[src/rtl/interrupt_controller_pkg.sv]
// interrupt_controller_pkg
//   Shared definitions for the interrupt front-end: FSM state encoding,
//   default handler vector constants and the irq_id width helper.
package interrupt_controller_pkg;

    typedef enum logic [1:0] {
        ST_IDLE = 2'b00,
        ST_REQ  = 2'b01,
        ST_SVC  = 2'b10
    } irq_state_e;

    localparam logic [31:0] DEF_NMI_VECTOR    = 32'h0000_0020;
    localparam logic [31:0] DEF_VECTOR_BASE   = 32'h0000_0040;
    localparam logic [31:0] DEF_VECTOR_STRIDE = 32'd16;

    // Width of an IRQ index; never below one bit.
    function automatic int irq_id_w(input int n);
        return (n > 1) ? $clog2(n) : 1;
    endfunction

endpackage

[src/rtl/irq_priority_enc.sv]
// irq_priority_enc
//   Combinational fixed-priority encoder, lowest set index wins.
//   Ports:
//     req   [NUM_IRQ] candidate requests (already masked)
//     id    [IDW]     index of the winning request (0 when none)
//     valid           at least one request is set
module irq_priority_enc #(
    parameter int NUM_IRQ = 8,
    parameter int IDW     = 3
) (
    input  logic [NUM_IRQ-1:0] req,
    output logic [IDW-1:0]     id,
    output logic               valid
);

    // Scan high-to-low so the lowest set index is the last assignment.
    always_comb begin
        id    = '0;
        valid = 1'b0;
        for (int i = NUM_IRQ - 1; i >= 0; i--) begin
            if (req[i]) begin
                id    = IDW'(i);
                valid = 1'b1;
            end
        end
    end

endmodule

[src/rtl/interrupt_controller.sv]
// interrupt_controller
//   Front-end of the MIPS interrupt path. Edge-detects NUM_IRQ maskable
//   lines and one NMI into pending registers, masks/gates them, picks the
//   lowest-index request and hands it to the interrupt state stage through
//   a three-state IDLE/REQ/SVC machine with registered outputs.
//   Build option: IRQ_INPUT_SYNC_EN adds a 2-flop synchronizer on irq_in
//   and nmi_in ahead of edge detection (request latency 4 instead of 2).
//   Ports:
//     clk, rst_n          clock, async active-low reset
//     irq_in, nmi_in      external requests (edge-detected)
//     mask_we/mask_wdata  mask register write (1 = blocked)
//     ie_we/ie_wdata      global enable write
//     respond             acknowledge from state stage (rising edge)
//     eoi                 handler completion pulse
//     interrupt           maskable request out
//     non_maskable_int    NMI request out
//     busy                ~ie
//     irq_id, vector      ID / handler address of current request
//     pending, mask_q     status
module interrupt_controller
    import interrupt_controller_pkg::*;
#(
    parameter int          NUM_IRQ       = 8,
    parameter logic [31:0] VECTOR_BASE   = DEF_VECTOR_BASE,
    parameter logic [31:0] VECTOR_STRIDE = DEF_VECTOR_STRIDE,
    parameter logic [31:0] NMI_VECTOR    = DEF_NMI_VECTOR,
    localparam int         IDW           = irq_id_w(NUM_IRQ)
) (
    input  logic               clk,
    input  logic               rst_n,
    input  logic [NUM_IRQ-1:0] irq_in,
    input  logic               nmi_in,
    input  logic               mask_we,
    input  logic [NUM_IRQ-1:0] mask_wdata,
    input  logic               ie_we,
    input  logic               ie_wdata,
    input  logic               respond,
    input  logic               eoi,
    output logic               interrupt,
    output logic               non_maskable_int,
    output logic               busy,
    output logic [IDW-1:0]     irq_id,
    output logic [31:0]        vector,
    output logic [NUM_IRQ-1:0] pending,
    output logic [NUM_IRQ-1:0] mask_q
);

    logic [NUM_IRQ-1:0] irq_src, irq_prev;
    logic               nmi_src, nmi_prev;
    logic               nmi_pend;
    logic               ie;
    logic               respond_prev;
    logic               srv_nmi;     // current request is the NMI
    irq_state_e         state;

`ifdef IRQ_INPUT_SYNC_EN
    logic [NUM_IRQ-1:0] irq_s1, irq_s2;
    logic               nmi_s1, nmi_s2;

    always_ff @(posedge clk or negedge rst_n) begin
        if (!rst_n) begin
            irq_s1 <= '0;
            irq_s2 <= '0;
            nmi_s1 <= 1'b0;
            nmi_s2 <= 1'b0;
        end else begin
            irq_s1 <= irq_in;
            irq_s2 <= irq_s1;
            nmi_s1 <= nmi_in;
            nmi_s2 <= nmi_s1;
        end
    end

    assign irq_src = irq_s2;
    assign nmi_src = nmi_s2;
`else
    assign irq_src = irq_in;
    assign nmi_src = nmi_in;
`endif

    wire [NUM_IRQ-1:0] irq_rise  = irq_src & ~irq_prev;
    wire               nmi_rise  = nmi_src & ~nmi_prev;
    wire               resp_edge = respond & ~respond_prev;
    wire               ack       = (state == ST_REQ) && resp_edge;

    wire [NUM_IRQ-1:0] one_hot  = {{(NUM_IRQ-1){1'b0}}, 1'b1};
    wire [NUM_IRQ-1:0] irq_clr  = (ack && !srv_nmi) ? (one_hot << irq_id) : '0;
    wire               nmi_clr  = ack && srv_nmi;

    logic [IDW-1:0] sel_id;
    logic           sel_vld;

    irq_priority_enc #(.NUM_IRQ(NUM_IRQ), .IDW(IDW)) u_enc (
        .req   (pending & ~mask_q),
        .id    (sel_id),
        .valid (sel_vld)
    );

    assign busy = ~ie;

    // Edge detect, pending, and programmable registers. Set beats clear.
    always_ff @(posedge clk or negedge rst_n) begin
        if (!rst_n) begin
            irq_prev     <= '0;
            nmi_prev     <= 1'b0;
            pending      <= '0;
            nmi_pend     <= 1'b0;
            mask_q       <= '1;
            ie           <= 1'b0;
            respond_prev <= 1'b0;
        end else begin
            irq_prev     <= irq_src;
            nmi_prev     <= nmi_src;
            pending      <= (pending & ~irq_clr) | irq_rise;
            nmi_pend     <= (nmi_pend & ~nmi_clr) | nmi_rise;
            respond_prev <= respond;
            if (mask_we) mask_q <= mask_wdata;
            if (ie_we)   ie     <= ie_wdata;
        end
    end

    // Request FSM. The request stays high through SVC until eoi because the
    // downstream stage needs it held until the handler is done.
    always_ff @(posedge clk or negedge rst_n) begin
        if (!rst_n) begin
            state            <= ST_IDLE;
            interrupt        <= 1'b0;
            non_maskable_int <= 1'b0;
            irq_id           <= '0;
            vector           <= '0;
            srv_nmi          <= 1'b0;
        end else begin
            case (state)
                ST_IDLE: begin
                    if (nmi_pend) begin
                        srv_nmi          <= 1'b1;
                        irq_id           <= '0;
                        vector           <= NMI_VECTOR;
                        non_maskable_int <= 1'b1;
                        state            <= ST_REQ;
                    end else if (ie && sel_vld) begin
                        srv_nmi   <= 1'b0;
                        irq_id    <= sel_id;
                        vector    <= VECTOR_BASE + 32'(sel_id) * VECTOR_STRIDE;
                        interrupt <= 1'b1;
                        state     <= ST_REQ;
                    end
                end
                ST_REQ: begin
                    if (resp_edge) state <= ST_SVC;
                end
                ST_SVC: begin
                    if (eoi) begin
                        interrupt        <= 1'b0;
                        non_maskable_int <= 1'b0;
                        state            <= ST_IDLE;
                    end
                end
                default: state <= ST_IDLE;
            endcase
        end
    end

endmodule

[config.mk]
export PLATFORM = sky130hd
export DESIGN_NAME = interrupt_controller
export DESIGN_NICKNAME = d
export VERILOG_FILES = /design/src/rtl/interrupt_controller_pkg.sv /design/src/rtl/irq_priority_enc.sv /design/src/rtl/interrupt_controller.sv
export SDC_FILE = /design/constraint.sdc
export NUM_CORES = 1
export LEC_CHECK = 0
export BUFFER_PORTS_ARGS = -buffer_cell sky130_fd_sc_hd__buf_2
export CORE_ASPECT_RATIO = 0.9
export CORE_UTILIZATION = 40
export CTS_BUF_LIST = sky130_fd_sc_hd__clkbuf_16
export DETAILED_ROUTE_END_ITERATION = 8
export GPL_TIMING_DRIVEN = 0
export PLACE_DENSITY = 0.74
export SYNTH_ARGS = -nofsm -noshare
export SYNTH_HDL_FRONTEND = slang
export SYNTH_SLANG_ARGS = --single-unit
[constraint.sdc]
create_clock -name clk -period 2.6 [get_ports clk]
set_input_delay 0.13 -clock clk [delete_from_list [all_inputs] [get_ports clk]]
set_output_delay 0.13 -clock clk [all_outputs]
set_load 0.1 [all_outputs]
=== After elaboration in Yosys (flattened, before gate mapping) ===
Index checks and enable logic that the tools add are counted.

* Register bits after elaboration: 68
* Logic and storage cells: 84

* Bitwise operators: 15
* Reduce and logical (&&, ||, !) cells: 12
* Shift operators: 1
* Muxes and demuxes: 34
* Equal/unequal tests: 8
* Add/subtract/negate cells: 1

{| class="wikitable"
|+ Operators by type and width
! operator !! number
|-
| two-way mux 32 bit || 2
|-
| two-way mux 3 bit || 10
|-
| AND 8 bit || 3
|-
| inverter 8 bit || 3
|-
| two-way mux 1 bit || 14
|-
| inequality test 2 bit, second input constant || 5
|-
| adder 7 x 7 -> 8 bit, first input constant || 1
|-
| two-way mux 2 bit || 4
|-
| two-way mux 8 bit || 1
|-
| bitwise OR 8 bit || 1
|-
| << shifter 1 x 3 -> 8 bit, first input constant || 1
|-
| one-hot mux 2 bit (3 select lines) || 1
|-
| AND reduction 3 bit || 2
|-
| logical AND 1 bit || 4
|-
| inverter 1 bit || 4
|-
| one-hot mux 1 bit (2 select lines) || 2
|-
| AND reduction 4 bit || 1
|-
| nonzero test 2 bit || 2
|-
| AND 1 bit || 3
|-
| inequality test 3 bit, second input constant || 1
|-
| equality test 2 x 1 -> 1 bit, second input constant || 1
|-
| equality test 2 bit, second input constant || 1
|-
| zero test 2 bit || 1
|-
| AND reduction 2 bit || 1
|-
| other kinds (2) || 2
|}

=== Logic depth before layout (Yosys ltp) ===
Gate-level depths: netlist of run 1.

* Depth in word-level cells: 14
* Depth in mapped cells: 5
* Gate-level depth less buffers: 5

=== By module ===
A second synthesis of run 1 with hierarchy kept.

* Cells, all modules: 164
* Area total of the unflattened synthesis: 1,824.2 sq um

{| class="wikitable"
|+ Modules (own cells, without submodules)
! module !! area an instance (sq um) !! times used !! cells each !! seq. area each (sq um)
|-
| interrupt_controller || 1,744.2 || 1 || 151 || 960.9
|-
| irq_priority_enc || 80.1 || 1 || 13 || 0.0
|}

=== Least setup slack after synthesis of run 1 ===
Ideal clock, no wire load.

* Path kind: reg-to-reg
* From: register mask_q[7]
* To: register vector[5]
* Arrival: 1.917 ns
* Slack: 0.560 ns
* Buffers on the path: 0
* Clock period less this slack: 2.040 ns
* Setup time: 0.123 ns
* Stages on the path, launching flop included: 6
* Path through: dfstp_2 -> nand2b_4 -> a222oi_1 -> o311a_1 -> nand3b_1 -> o221a_2

* Cells in the longest elaborated chain, start to end: 13
* Elaborated cells between the ends (all ways): 24
* Those cells by class: add/sub: 1; mux: 18; bitwise: 2; reduce/logical: 3

{| class="wikitable"
|+ RTL lines
! what !! RTL line !! RTL
|-
| from (decl) || interrupt_controller.sv:45 || <nowiki>output logic [NUM_IRQ-1:0] mask_q</nowiki>
|-
| from (signal assigned) || interrupt_controller.sv:117 || <nowiki>if (mask_we) mask_q <= mask_wdata;</nowiki>
|-
| inverter 8 bit (*) || interrupt_controller.sv:94 || <nowiki>.req (pending & ~mask_q),</nowiki>
|-
| AND 8 bit (*) || interrupt_controller.sv:94 ||
|-
| two-way mux 3 bit / two-way mux 1 bit (equally long branches) (8 in series) || irq_priority_enc.sv:21 || <nowiki>if (req[i]) begin</nowiki>
|-
| adder 7 x 7 -> 8 bit / logical AND 1 bit (equally long branches) || interrupt_controller.sv:144, interrupt_controller.sv:141 ||
|-
| two-way mux 32 bit / nonzero test 2 bit (equally long branches) || -- ||
|-
| two-way mux 32 bit / AND reduction 2 bit (equally long branches) || -- ||
|-
| to (signal assigned) || interrupt_controller.sv:144 || <nowiki>vector <= VECTOR_BASE + 32'(sel_id) * VECTOR_STRIDE;</nowiki>
|-
| to (decl) || interrupt_controller.sv:43 || <nowiki>output logic [31:0] vector,</nowiki>
|}

Every way passes the cells marked *; elsewhere a longest branch is shown, timed or not. The select of a mux whose other input is x is not followed.
A chain may end at the register's enable or synchronous reset.

=== Final worst setup path of run 1 ===
* From: register mask_q[0]
* To: register irq_id[0]

* Cells in the longest elaborated chain, start to end: 6
* Elaborated cells between the ends (all ways): 9
* Those cells by class: mux: 4; bitwise: 2; reduce/logical: 3

{| class="wikitable"
|+ RTL lines
! what !! RTL line !! RTL
|-
| inverter 8 bit (*) || interrupt_controller.sv:94 ||
|-
| AND 8 bit (*) || interrupt_controller.sv:94 ||
|-
| two-way mux 1 bit || irq_priority_enc.sv:21 ||
|-
| logical AND 1 bit || interrupt_controller.sv:141 || <nowiki>end else if (ie && sel_vld) begin</nowiki>
|-
| nonzero test 2 bit (no source line) || -- ||
|-
| AND reduction 2 bit (no source line) || -- ||
|-
| to (signal assigned) || interrupt_controller.sv:143 || <nowiki>irq_id <= sel_id;</nowiki>
|-
| to (decl) || interrupt_controller.sv:42 || <nowiki>output logic [IDW-1:0] irq_id,</nowiki>
|}

Marked as above.

==> results.md, run 1 <==
* Clock skew at between 0.002 and 0.003 ns
* Max_cap viols at 0
* Buffers on Ports at 48
* Share of layout cells above drive strength 1 at 43.0%
* Drt first pass iters at 5
* Number of global-route vias before repair at 1377
* Slew margin rel. at 44.7%
* Ys Warns at 0
* Die ar. at 4910 um2
* Clk_lat worst skew at 0.28 ns
* Most common flop cell mapped by yosys: dfrtp_1
* Post-CTS Setup Bufs at 0
* Filler cells at 399
* GRT overflow at 0
* I/O Pins at 78
* CTS tree: yes
* DRT iter0 DRCs at between 60 and 70
* Register area share after synthesis at just over 50%
* Setup violations, final at 0
* Worst-path cell chain: nand2b_2 -> o2111ai_2 -> o21a_4 -> and3b_4 -> a32o_1
* H-tree depth at 2
* Total CTS buffers at 5
* Hold crit path type: in2reg
* CTS resizes at 0
* Fin crit period at 1.67 ns
* First-pass GRT wire length at 6150 um
* Ys async rst share at 100%
* Area delta synth->final at 35.9%
* Fin nets at 287
* P_leak at about 0.0013 uW
* CTS max path bufs at 2
* Worst EP arrival at 1.84 ns
* Row count at 23
* Pwr Density at 907 nW/um2
* Slowest cell delay on critical path at 0.54 ns
* Critical path buffers and inverters at 0
* WS Path Type: reg2reg
* Peak supply drop at 621 uV
* Period Utilization, post-route at 64.3%
* Status: finished clean
* Starting Density at 41.5%
* Initial antenna violation count at 0
* Critical Path Source Type: flip-flop
* Hold_buf cts at 11
* CP required at 2.77 ns
* Core ar. at 4460 um2
* Seq cells post-synth at 38
* CTS clk-pin slew, worst paths at 0.05 ns
* Largest net degree at the start of global routing at 39
* Setup_tns at 0 ns
* Peak Freq at 598 MHz
* DP HPWL at approximately 2700 um
* Worst setup margin at 0.927 ns
* Slew Viols, Final at 0
* Routed Antenna Nets at 0
* Diodes inserted at 0
* Synth unique cells at 37
* Die H at 66.6 um
* Post-Route WL at 3760 um
* Crit path max-delay cell type: dfstp_2
* Mapped Cells at 170
* Synth Area per Inst at about 11 um2
* Drt wl/cell at between 10 and 15 um
* CTS Sinks at 38
* Post-place setup slack at 0.937 ns
* Die width at 73.7 um
* Worst Setup End Kind: flip-flop
* Vias at 1426
* Gpl congestion at 0.774
* Post-synth EDFFs at 0
* RSZ-0062 raised after global routing: no
* Crit path max-delay family: compound AO/OA/AOI/OAI gates
* Fin. Hold Viols at 0
* Slew of the pin with the lowest slew margin at between 0.8 and 0.9 ns
* Clk root buf: clkbuf_16
* DRC viols at 0
* GR Util All Layers at 17.3%
* Via/cell ratio at between 4 and 5
* Crit path max fanout at 6
* Mapped cell area at 1850 um2
-- registers in the layout, summed over array words and instances (netlist names), 2 cells and up --
signal,count
mask_q,8
pending,8
irq_prev,8
state,2
vector,3
irq_id,2
-- placed cells by master (no fill, tap or decap), drive strengths merged, types with 2 or more instances in the layout --
cell type    Yosys  final
a21oi            3      3
a22o             2      2
and2b            2      2
buf             31     79
clkbuf           1      6
clkinv           0      2
conb             1     28
dfrtp           30     30
dfstp            8      8
dlygate4sd3      0     11
inv             16     16
mux2             6      6
nand2           10     10
nand2b           9      9
nor2             2      2
o21ai           27     27
o31ai            3      3
-- worst paths after layout --
| check | startpoint | end | slack [ns] | cells after the start |
|---|---|---|---|---|
| min in group asynchronous | rst_n | vector[5] | 0.49 | 2 |
| max in group asynchronous | rst_n | pending[6] | 1.59 | 2 |
| min | ie_we | ie | 0.06 | 2 |
| max | mask_q[0] | irq_id[0] | 0.93 | 5 |
| min reg2reg | irq_prev[5] | pending[5] | 0.41 | 1 |
| max reg2reg | mask_q[0] | irq_id[0] | 0.93 | 5 |
-- cell families after synthesis --
family / Yosys count / synth area share (%)
mux: 6 / 3.65
compound gates: 45 / 16.0
simple gates: 32 / 12.0
flops: 38 / 51.9
buf+inv: 48 / 16.2
other cells: 1 / 0.203
-- final cells by class --
cell class	instances	area, um2	area share, %
Clock buffer	5	125	4.97
Clock inverter	2	10.0	0.398
Multi-Input combinational cell	111	692	27.5
Inverter	16	60.1	2.39
Sequential cell	38	961	38.2
Timing Repair Buffer	59	350	13.9
Tap cell	62	77.6	3.08
Buffer	32	240	9.55
-- through the flow --
step | util, % | instance area, um2 | power, uW | hold slack [ns] | cells
after floorplan | - | 1950 | 1570 | -0.166 | 197
final | 56.4 | 2520 | 2280 | 0.0586 | 325
after global routing | 56.4 | 2520 | 2370 | 0.0717 | 325
after detailed placement | 50.9 | 2270 | 1710 | 0.254 | 307
after CTS | 56.4 | 2520 | 2290 | 0.0582 | 325
after global placement | 50.9 | 2270 | 1700 | 0.252 | 307
-- layer usage --
layer / vias up / track usage, % / wire length, um
li1: 707 / - / -
met1: 661 / 21.4 / 1660
met2: 51 / 27.6 / 1780
met3: 7 / 4.24 / 240
met4: 0 / 9.62 / 85
met5: - / 0 / 0
-- where the power goes --
part	total (uW)	switching, uW	internal (uW)
sequential	753	73.0	680
combinational	961	761	200
clock	569	223	346
total	2280	1060	1230
-- cells in the mapped netlist, types with 2 or more instances --
cell type	count	area [um2]
buf_4	30	225
dfrtp_1	30	751
o21ai_0	27	135
inv_1	16	60.1
nand2_1	10	37.5
dfstp_2	8	210
mux2_2	6	67.6
nand2b_1	4	25.0
a21oi_1	3	15.0
nand2b_2	3	26.3
o31ai_1	3	22.5
a22o_1	2	17.5
and2b_1	2	15.0
nand2b_4	2	27.5
nor2_1	2	7.51
No activity file was read; power rests on OpenSTA's default activity.
==> inputs of run 2 (changes only) <==
- PLACE_DENSITY: 0.74 -> 0.76
- clock period: 2.6 -> 1.44 ns (I/O delays scaled with it)
==> run 2 against run 1 <==
The flow now finishes with violations (negative setup slack). Global-route usage decreased by 0.13 points. Combinational power is 89% higher. Sequential power rose by 86%. Worst setup slack lost 1.2 ns. Fmax shrank 3.5%. Clock skew grew 0.0023 ns. Clock power increased by 110%. Cell area grew 8.6%. First-iteration DRC count is 37% higher. Non-clock buffer count grew 9. Via count increased by 2.3%. Die area stayed put.
==> results.md, run 2 (synthesis gave the netlist of run 1 again) <==
* Status: complete, but fails checks
* Failing checks: negative setup slack
* GRT overflow at 0
* Pwr Density at 1630 nW/um2
* Worst setup margin at -0.293 ns
* Clock skew at slightly below 0.005 ns
* Area delta synth->final at 47.6%
* Clk root buf: clkbuf_16
* Gpl congestion at 0.736
* Worst EP arrival at roughly 1.9 ns
* DRT iter0 DRCs at 92
* Vias at 1459
* Net Sw Frac at 44.4%
* Peak Freq at slightly below 600 MHz
* P_leak at 0.00134 uW
* Drt first pass iters at 6
* Gate power share at 41.0%
* Largest net degree at the start of global routing at 39
* Commonest non-fill, non-tap cells in the layout: 47 x buf_2, 37 x buf_4, 28 x conb_1, 17 x dfrtp_1
* Worst Setup End Kind: flip-flop
* Buffers on Ports at 48
* Top Registers: irq_prev (8), mask_q (8), pending (8)
* Routed Antenna Nets at 0
* Core ar. at 4460 um2
* Part of the power in registers at 31.5%
* Fin. Hold Viols at 0
* Initial antenna violation count at 0
* Slew Viols, Final at 0
* Crit path max fanout at 3
* Period Utilization, post-route at 120%
* Commonest non-fill, non-tap cell in the layout: buf_2
* CTS tree: yes
* CTS Sinks at 38
* Setup violations, final at 7
* Max_cap viols at 0
* CP required at 1.61 ns
* Total CTS buffers at 5
* Fin nets at 296
* Starting Density at about two fifths
* WS Path Type: reg2reg
* CTS max path bufs at 2
* Share of layout cells above drive strength 1 at 50.9%
* Post-place setup slack at -0.281 ns
* Clock power frac at 27.5%
* I/O Pins at 78
* Number of global-route vias before repair at 1354
* Slew of the pin with the lowest slew margin at between 0.8 and 0.9 ns
* DP HPWL at 2820 um
* Slew margin rel. at 46.1%
* Critical Path Source Type: flip-flop
* RSZ-0062 raised after global routing: yes
* Design Power at 4450 uW
* Peak supply drop at 1020 uV
* GR Util All Layers at 17.2%
* Row count at 23
* Hold crit path type: in2reg
* Die H at approximately 67 um
* Psw at 1980 uW
* Cell-internal power at ~2500 uW
* Via/cell ratio at 4.36
* Drt wl/cell at approximately 12 um
* First-pass GRT wire length at about 6000 um
* Die width at 73.7 um
* Die ar. at 4910 um2
* Post-Route WL at 3980 um
* Diodes inserted at 0
* DRC viols at 0
* CTS clk-pin slew, worst paths at approximately 0.06 ns
* H-tree depth at 2
* Clk_lat worst skew at between 0.2 and 0.3 ns
* Fin crit period at 1.73 ns
run 2: final cells by class:
cell class / count / area (um2)
fillers: 377 / 1730
flip-flops and latches: 38 / 1010
multi-input cells: 111 / 753
repair buffers: 68 / 428
plain buffers: 32 / 240
clock buffers: 5 / 125
well taps: 62 / 77.6
inverters: 16 / 60.1
clock inverters: 3 / 40.0
run 2: path summary, 6_finish.rpt:
path                             startpoint          to  slack, ns  cells after the start
min in group asynchronous             rst_n   vector[6]       0.43                      2
worst min-delay path                respond    state[0]      0.006                      2
worst max register to register    mask_q[7]   vector[5]      -0.29                      5
worst max-delay path              mask_q[7]   vector[5]      -0.29                      5
max in group asynchronous             rst_n  pending[3]       0.41                      2
worst min register to register  irq_prev[2]  pending[2]       0.41                      1
run 2: worst max-delay path, cell delays in order (launching register included):
cell and delay, ns:
dfstp_4 0.62, nand2b_4 0.15, a222oi_1 0.10, o311a_1 0.31, nand3b_1 0.17, o221a_2 0.27
run 2: timing repair:
action / CTS / global route
buffers inserted: 2 / 4
setup endpoints to repair: 13 / 15
endpoints found under the hold margin: 42 / 0
resized for setup: 1 / 19
pin swaps: 1 / 3
hold buffers: 14 / 0
run 2: routing by layer:
| metal | share of wire [%] | up-vias | global-route usage, % |
|---|---|---|---|
| li1 | - | 723 | - |
| met1 | 44 | 675 | 20.8 |
| met2 | 48 | 55 | 28.3 |
| met3 | 6.5 | 6 | 6.05 |
| met4 | 1.2 | 0 | 5.77 |
| met5 | 0 | - | 0 |
run 2: power groups by stage:
| stage | Clock, uW | Combinational, uW | Sequential, uW |
|---|---|---|---|
| after global routing | 1300 | 1910 | 1420 |
| after detailed placement | 0 | 1740 | 1400 |
| after global placement | 0 | 1720 | 1390 |
| after CTS | 1260 | 1780 | 1380 |
| after floorplan | 0 | 822 | 2050 |
| final | 1220 | 1820 | 1400 |
run 2: through the flow:
step	hold WS, ns	util [%]	TNS, ns	cells	cell area [um2]
after global placement	0.194	52.5	-1.04	307	2340
after CTS	0.00658	59.7	-1.53	331	2670
final	0.00561	61.3	-1.10	335	2730
after detailed placement	0.195	52.5	-1.35	307	2340
after floorplan	-0.224	-	-2.17	197	2020
after global routing	0.0155	61.3	-1.81	335	2730
